===== src/rtl/gpr_wb_regfile.sv =====
// gpr_wb_regfile: writeback-stage GPR file for the single-issue RV32 core.
//
// Holds the architectural registers and a per-register pending-write scoreboard
// of saturating counters. Issue increments the counter of its destination and
// writeback decrements it, so decode can stall on RAW hazards (rsN_busy) and
// issue can stall when a counter is saturated (iss_ready).
//
// Ports:
//   clk, rst             rising-edge clock, asynchronous active-high reset
//   iss_valid/ready      issue handshake; iss_w_en/iss_rd describe the destination
//   wb_valid/ready       writeback handshake; wb_w_en/wb_rd/wb_data carry the result
//   rs1_addr, rs2_addr   combinational read indices
//   src1, src2           read data (x0 and out-of-range indices read 0)
//   rs1_busy, rs2_busy   index has outstanding writes
//   sb_err               sticky: writeback underflow or out-of-range index
//
// Build option: define GPR_BYPASS_EN to forward the writeback beat to the read
// ports in the same cycle and drop busy when that beat retires the last write.

module gpr_wb_regfile #(
    parameter int unsigned ISA_WIDTH  = 32,
    parameter int unsigned REG_NUM    = 32,
    parameter int unsigned ADDR_WIDTH = 5,
    parameter int unsigned SB_WIDTH   = 2
) (
    input  logic                  clk,
    input  logic                  rst,
    input  logic                  iss_valid,
    output logic                  iss_ready,
    input  logic                  iss_w_en,
    input  logic [ADDR_WIDTH-1:0] iss_rd,
    input  logic                  wb_valid,
    output logic                  wb_ready,
    input  logic                  wb_w_en,
    input  logic [ADDR_WIDTH-1:0] wb_rd,
    input  logic [ISA_WIDTH-1:0]  wb_data,
    input  logic [ADDR_WIDTH-1:0] rs1_addr,
    input  logic [ADDR_WIDTH-1:0] rs2_addr,
    output logic [ISA_WIDTH-1:0]  src1,
    output logic [ISA_WIDTH-1:0]  src2,
    output logic                  rs1_busy,
    output logic                  rs2_busy,
    output logic                  sb_err
);

    localparam logic [SB_WIDTH-1:0] CntMax    = '1;
    localparam logic [SB_WIDTH-1:0] CntOne    = SB_WIDTH'(1);
    localparam int unsigned         AddrSpan  = 1 << ADDR_WIDTH;

    logic [ISA_WIDTH-1:0] regs_q [REG_NUM];
    logic [ISA_WIDTH-1:0] regs_d [REG_NUM];
    logic [SB_WIDTH-1:0]  cnt_q  [REG_NUM];
    logic [SB_WIDTH-1:0]  cnt_d  [REG_NUM];
    logic                 sb_err_q, sb_err_d;

    logic wb_in_range, iss_in_range, rs1_in_range, rs2_in_range;

    // When the index space is fully populated no index can be out of range.
    if (REG_NUM >= AddrSpan) begin : g_full_range
        assign wb_in_range  = 1'b1;
        assign iss_in_range = 1'b1;
        assign rs1_in_range = 1'b1;
        assign rs2_in_range = 1'b1;
    end else begin : g_part_range
        assign wb_in_range  = (32'(wb_rd) < REG_NUM);
        assign iss_in_range = (32'(iss_rd) < REG_NUM);
        assign rs1_in_range = (32'(rs1_addr) < REG_NUM);
        assign rs2_in_range = (32'(rs2_addr) < REG_NUM);
    end

    logic                wb_fire, wb_write;
    logic                iss_fire, iss_count;
    logic [SB_WIDTH-1:0] wb_cnt, iss_cnt;
    logic                same_rd;
    logic                underflow;

    assign wb_ready = ~rst;
    assign wb_fire  = wb_valid & wb_ready & wb_w_en & (wb_rd != '0);
    assign wb_write = wb_fire & wb_in_range;

    assign wb_cnt  = wb_in_range  ? cnt_q[wb_rd]  : '0;
    assign iss_cnt = iss_in_range ? cnt_q[iss_rd] : '0;
    assign same_rd = (wb_rd == iss_rd);

    // A retiring write to the same register frees a slot in the same cycle.
    assign iss_ready = ~rst & ~(iss_w_en & (iss_rd != '0) & (iss_cnt == CntMax) &
                                ~(wb_fire & same_rd));
    assign iss_fire  = iss_valid & iss_ready & iss_w_en & (iss_rd != '0);
    assign iss_count = iss_fire & iss_in_range;

    // Issue and retire on the same register cancel, so that pair never underflows.
    assign underflow = wb_write & (wb_cnt == '0) & ~(iss_count & same_rd);

    always_comb begin
        for (int i = 0; i < int'(REG_NUM); i++) begin
            regs_d[i] = regs_q[i];
            cnt_d[i]  = cnt_q[i];
        end
        if (wb_write) begin
            regs_d[wb_rd] = wb_data;
        end
        if (!(iss_count && wb_write && same_rd)) begin
            if (iss_count) begin
                cnt_d[iss_rd] = iss_cnt + CntOne;
            end
            if (wb_write && (wb_cnt != '0)) begin
                cnt_d[wb_rd] = wb_cnt - CntOne;
            end
        end
        sb_err_d = sb_err_q | underflow | (wb_fire & ~wb_in_range) |
                   (iss_fire & ~iss_in_range);
    end

    always_ff @(posedge clk or posedge rst) begin
        if (rst) begin
            for (int i = 0; i < int'(REG_NUM); i++) begin
                regs_q[i] <= '0;
                cnt_q[i]  <= '0;
            end
            sb_err_q <= 1'b0;
        end else begin
            for (int i = 0; i < int'(REG_NUM); i++) begin
                regs_q[i] <= regs_d[i];
                cnt_q[i]  <= cnt_d[i];
            end
            sb_err_q <= sb_err_d;
        end
    end

    assign sb_err = sb_err_q;

    always_comb begin
        src1     = '0;
        rs1_busy = 1'b0;
        if ((rs1_addr != '0) && rs1_in_range) begin
            src1     = regs_q[rs1_addr];
            rs1_busy = (cnt_q[rs1_addr] != '0);
`ifdef GPR_BYPASS_EN
            if (wb_write && (wb_rd == rs1_addr)) begin
                src1 = wb_data;
                if (cnt_q[rs1_addr] == CntOne) begin
                    rs1_busy = 1'b0;
                end
            end
`endif
        end
    end

    always_comb begin
        src2     = '0;
        rs2_busy = 1'b0;
        if ((rs2_addr != '0) && rs2_in_range) begin
            src2     = regs_q[rs2_addr];
            rs2_busy = (cnt_q[rs2_addr] != '0);
`ifdef GPR_BYPASS_EN
            if (wb_write && (wb_rd == rs2_addr)) begin
                src2 = wb_data;
                if (cnt_q[rs2_addr] == CntOne) begin
                    rs2_busy = 1'b0;
                end
            end
`endif
        end
    end

endmodule


===== config.mk =====
export PLATFORM = sky130hd
export DESIGN_NAME = gpr_wb_regfile
export DESIGN_NICKNAME = d
export VERILOG_FILES = /design/src/rtl/gpr_wb_regfile.sv
export SDC_FILE = /design/constraint.sdc
export NUM_CORES = 2
export LEC_CHECK = 0
export CAP_MARGIN = 20
export CORE_AREA = 10 10 377 379
export DETAILED_ROUTE_END_ITERATION = 12
export DIE_AREA = 0 0 387 389
export SLEW_MARGIN = 5
export SYNTH_ARGS = -nofsm -noshare
export SYNTH_HDL_FRONTEND = slang
export SYNTH_SLANG_ARGS = --single-unit

===== constraint.sdc =====
create_clock -name clk -period 90.2 [get_ports clk]
set_input_delay 9.02 -clock clk [delete_from_list [all_inputs] [get_ports clk]]
set_output_delay 9.02 -clock clk [all_outputs]
set_load 0.1 [all_outputs]

* Word-level counts from Yosys, hierarchy flattened
Index checks and enable logic that the tools add are counted.
Operators by class: add/subtract/negate cells 2, order comparisons 6, bitwise gates (word level) 23, equality and inequality tests 2, reductions and logical operators 13, mux-type cells 34
Operator list (count):
- $bwmux W1024 | 1
- $bmux W32 S5 | 2
- $mux W32 | 7
- $mux W64 | 3
- $demux W32 S5 | 1
- $bwmux W64 | 2
- $bmux W2 S5 | 4
- $ge A6 B6 Y1 const B | 4
- $not A5 Y6 | 4
- $demux W2 S5 | 2
- $mux W2 | 10
- $reduce_bool A5 Y1 | 4
- $and A1 B1 Y1 | 14
- $lt A6 B1 Y1 const B | 2
- $reduce_bool A2 Y1 | 3
- $eq A5 B5 Y1 | 1
- $logic_and A1 B1 Y1 | 5
- $not A1 Y1 | 4
- $add A2 B1 Y2 const B | 1
- $eq A2 B2 Y1 const B | 1
- $logic_not A2 Y1 | 1
- $mux W1 | 2
- $sub A2 B1 Y2 const B | 1
- $or A1 B1 Y1 | 1
Word-level totals: output and inout bits 69, register bits 1089, input bits 58, logic and storage cells 145

* Depth between registers and ports, before layout
word-level depth 17, depth in mapped cells 15, mapped depth without buffers 12

* Least setup slack after synthesis
No wires, ideal clock.
kind input -> output, from input port rst, to output port wb_ready, path buffers 0, slack 49.292 ns, stages 1, data required time 81.180 ns, arrival time 31.888 ns, cells stage by stage inv_1
On the way: cells in the longest elaborated chain, start to end 1
RTL lines:
- start, declared | line 27 | input logic rst,
- $not A1 Y1 | line 77 | assign wb_ready = ~rst;
- end, declared | line 33 | output logic wb_ready,
Every way passes these cells.

* Worst setup path after layout
from input port rs1_addr[0], to output port src1[20]
On the way: cells in the longest elaborated chain, start to end 5, elaborated cells between the ends (all ways) 6, classes of those cells mux: 4; bitwise: 1; reduce/logical: 1
RTL lines:
- start, declared | line 37 | input logic [ADDR_WIDTH-1:0] rs1_addr,
- $not A5 Y6 (implied by the code) | line 136 | src1 = regs_q[rs1_addr];
- $bmux W32 S5 | line 136
- $mux W32 (implied by the code) (2 in a row) | line 136
- $mux W32 * | line 135 | if ((rs1_addr != '0) && rs1_in_range) begin
- end, declared | line 39 | output logic [ISA_WIDTH-1:0] src1,
Mark *: on every way between the ends. The rest lies on a longest branch, timed or not. The select of a mux whose other input is x is not followed.

==> reports/metrics.csv <==
metric,value,unit
sw frac,0.277,
pin count of the biggest net entering global routing,152,
worst skew pair latency,750,ps
largest family of logic cells by synthesized area,multiplexers,
Post-Synth XOR/XNOR Area,0.00148,
DRC viols,0,
"Seq/Total Area, Yosys",0.454,
setup TNS,0,ps
synthesis-to-layout area growth,11.1,%
area of the die,151000,um2
required time of the critical path,81180,ps
FMAX,43.3,MHz
Reg power frac,0.439,
grt ovf,0,
Initial Util,0.446,
Final Hold Vio Count,0,
slew of the pin with the lowest slew margin,1150,ps
unique cell type count in the Yosys netlist,80,
Die Width,387,um
I/O pin cnt,127,
DR vias,38500,
PortBufs,126,
hold buffer count at CTS,0,
routed length per instance,32.3,um
Worst Hold Class,register to register,
Power Dens Cells,19.2,nW/um2
Tcrit/Tclk final,0.256,
prevailing post-synth register cell,dfrtp_1,
Die H,389,um
RSZ-0062 raised after global routing,false,
DPL Wire Length,101000,um
Gate Count Post-Synth,4023,
fillers,11400,
Yosys reg bits,1089,
Peak VDD IR,16.7,uV
remaining antenna violation count,0,
vias in the first global route,39500,
Routed WL,187000,um
post-synthesis async set-or-reset flop share,1.00,
post-layout minimum cycle time,23090,ps
nets@finish,3973,
Root Buffer,clkbuf_16,
FP Rows,135,
max_cap viols,0,
Net Sw Power,0.000355,W
crit end category,output port,
Synth Area in Adders,0.000417,
core area,135000,um2
share of layout cells above drive strength 1,0.499,
Pint,0.000928,W
via density per instance,6.65,
Post-Syn Area per Cell,14.9,um2
Iter 0 DRT Violations,3731,
CP arrival,14070,ps
Antenna diodes,0,
Rel. slew slack,0.234,
Syn Nets,4083,
first-pass GRT wire length,277000,um
Initial DRT Pass Iterations,8,
most common cell in the netlist,dfrtp_1,
Yosys warnings,0,
"Clk pin slew, worst setup/hold paths",60,ps
Total Power,0.00128,W
TritonCTS buffer count,120,
antenna violations before repair,5,
"Setup violations, final",0,
CTS Sinks,1089,
synthesized area,60000,um2
status,"complete, no violations",
Slew Limit Fails,0,
Synth top area share,0.454,
Tot GR Track Use,0.245,
crit start category,input pin,
Max Root-Sink Buffers,3,
multiplexer area fraction after synthesis,0.432,
Comb power frac,0.163,
Leak,29.4,nW
TritonCTS clock tree,done,
Commonest cells post-synth,"dfrtp_1 (1089), mux2_2 (1016), mux4_2 (586)",
setup bufs post-CTS,0,
Setup CP Type,input pin to output port,
maximum fanout along the worst path,103,
Yosys top cell by area,dfrtp_1,
post-synthesis compound-gate area fraction,0.0388,
Synth Area in Simple Gates,0.0387,
Clock Skews,21.9,ps
"EDFF count, synth",0,
clock share of power,0.397,
largest cells by area after synthesis,"dfrtp_1 (45%), mux4_2 (22%), mux2_2 (19%), mux2i_1 (2.0%), clkbuf_1 (1.6%)",
gpl congestion,0.882,
quantity of gates resized following cts,0,
H-tree levels,3,
power by group through the flow:
stage / logic, W / clock network [W] / registers [W]
after floorplan: 0.000164 / 0 / 0.000561
after CTS: 0.000209 / 0.000518 / 0.000562
after global placement: 0.000206 / 0 / 0.000568
final: 0.000209 / 0.000510 / 0.000563
after global routing: 0.000223 / 0.000538 / 0.000568
after detailed placement: 0.000209 / 0 / 0.000570
kinds of logic after synthesis:
| family | count (synthesis) |
|---|---|
| mux | 1729 |
| simple gates | 434 |
| compound gates | 305 |
| xor+xnor | 5 |
| flops | 1089 |
| fa+ha+maj | 2 |
| buf+inv | 459 |
registers in the layout, indices dropped and copies added, names as in the netlist:
register  count
sb_err        1
cnt_q        64
regs_q     1024
through the flow:
step	utilization	area (um2)	std cells	hold WS, ps	setup WS (ps)
CTS	0.494	66500	5789	398	67010
finish	0.495	66700	5798	392	67110
floorplan	-	60000	4023	441	49290
detailed placement	0.464	62400	5563	383	67010
global route	0.495	66700	5798	405	66830
global placement	0.464	62400	5562	377	67040
worst max-delay path, stage by stage:
cell,delay (ps)
buf_8,550
buf_12,670
buf_4,900
mux4_2,370
mux2_2,140
a221oi_1,100
a211oi_1,750
clkdlybuf4s50_1,1280
cell usage in the layout, fill, tap and decap left out, types with 5 or more instances in the layout:
cell,instances
o221ai_1,22
nor2b_1,11
a22oi_1,10
nand3_4,5
a211oi_1,27
a21oi_1,81
bufinv_16,10
mux2_1,5
mux2_2,1016
clkbuf_8,27
nand2_1,85
mux2i_1,121
a31oi_1,6
nand2_4,13
nor3_4,10
nand2b_1,22
o211ai_1,10
nand3b_1,7
nor3_2,16
and2_1,9
clkbuf_16,122
dfrtp_1,1089
o32ai_1,8
nor3_1,69
clkbuf_1,28
mux4_2,586
nand3_1,7
buf_8,12
clkdlybuf4s50_1,114
nor2_4,5
a221oi_1,62
a221oi_2,12
buf_4,84
nor4_1,16
o22ai_1,30
nor2_1,119
clkinvlp_4,10
clkinv_2,23
layer usage:
metal | track usage | vias to the layer above | wire length [um]
li1 | - | 15500 | -
met1 | 0.342 | 21200 | 80700
met2 | 0.390 | 1521 | 87800
met3 | 0.0429 | 324 | 13000
met4 | 0.0769 | 4 | 5740
met5 | 0 | - | 24
cell type report:
cell class	count	area [um2]	area share
clock buffers	177	3530	0.0529
multi-input cells	2475	30900	0.464
inverters	5	26.3	0.000394
repair buffers	222	2120	0.0318
flip-flops and latches	1089	27300	0.409
clock inverters	49	579	0.00869
well taps	1781	2230	0.0334
final timing paths:
kind,slack [ps],cells past startpoint,startpoint,end
setup / recovery,67110,8,rs1_addr[0],src1[20]
hold / removal,390,0,regs_q[1011]$_DFFE_PP0P_,regs_q[1011]$_DFFE_PP0P_
setup reg to reg,85920,12,cnt_q[46]$_DFFE_PP0N_,cnt_q[6]$_DFFE_PP0N_
hold reg to reg,390,0,regs_q[1011]$_DFFE_PP0P_,regs_q[1011]$_DFFE_PP0P_
max in group asynchronous,77640,6,rst,regs_q[648]$_DFFE_PP0P_
min in group asynchronous,8960,2,rst,cnt_q[63]$_DFFE_PP0N_
(Power assumes the default switching activity.)
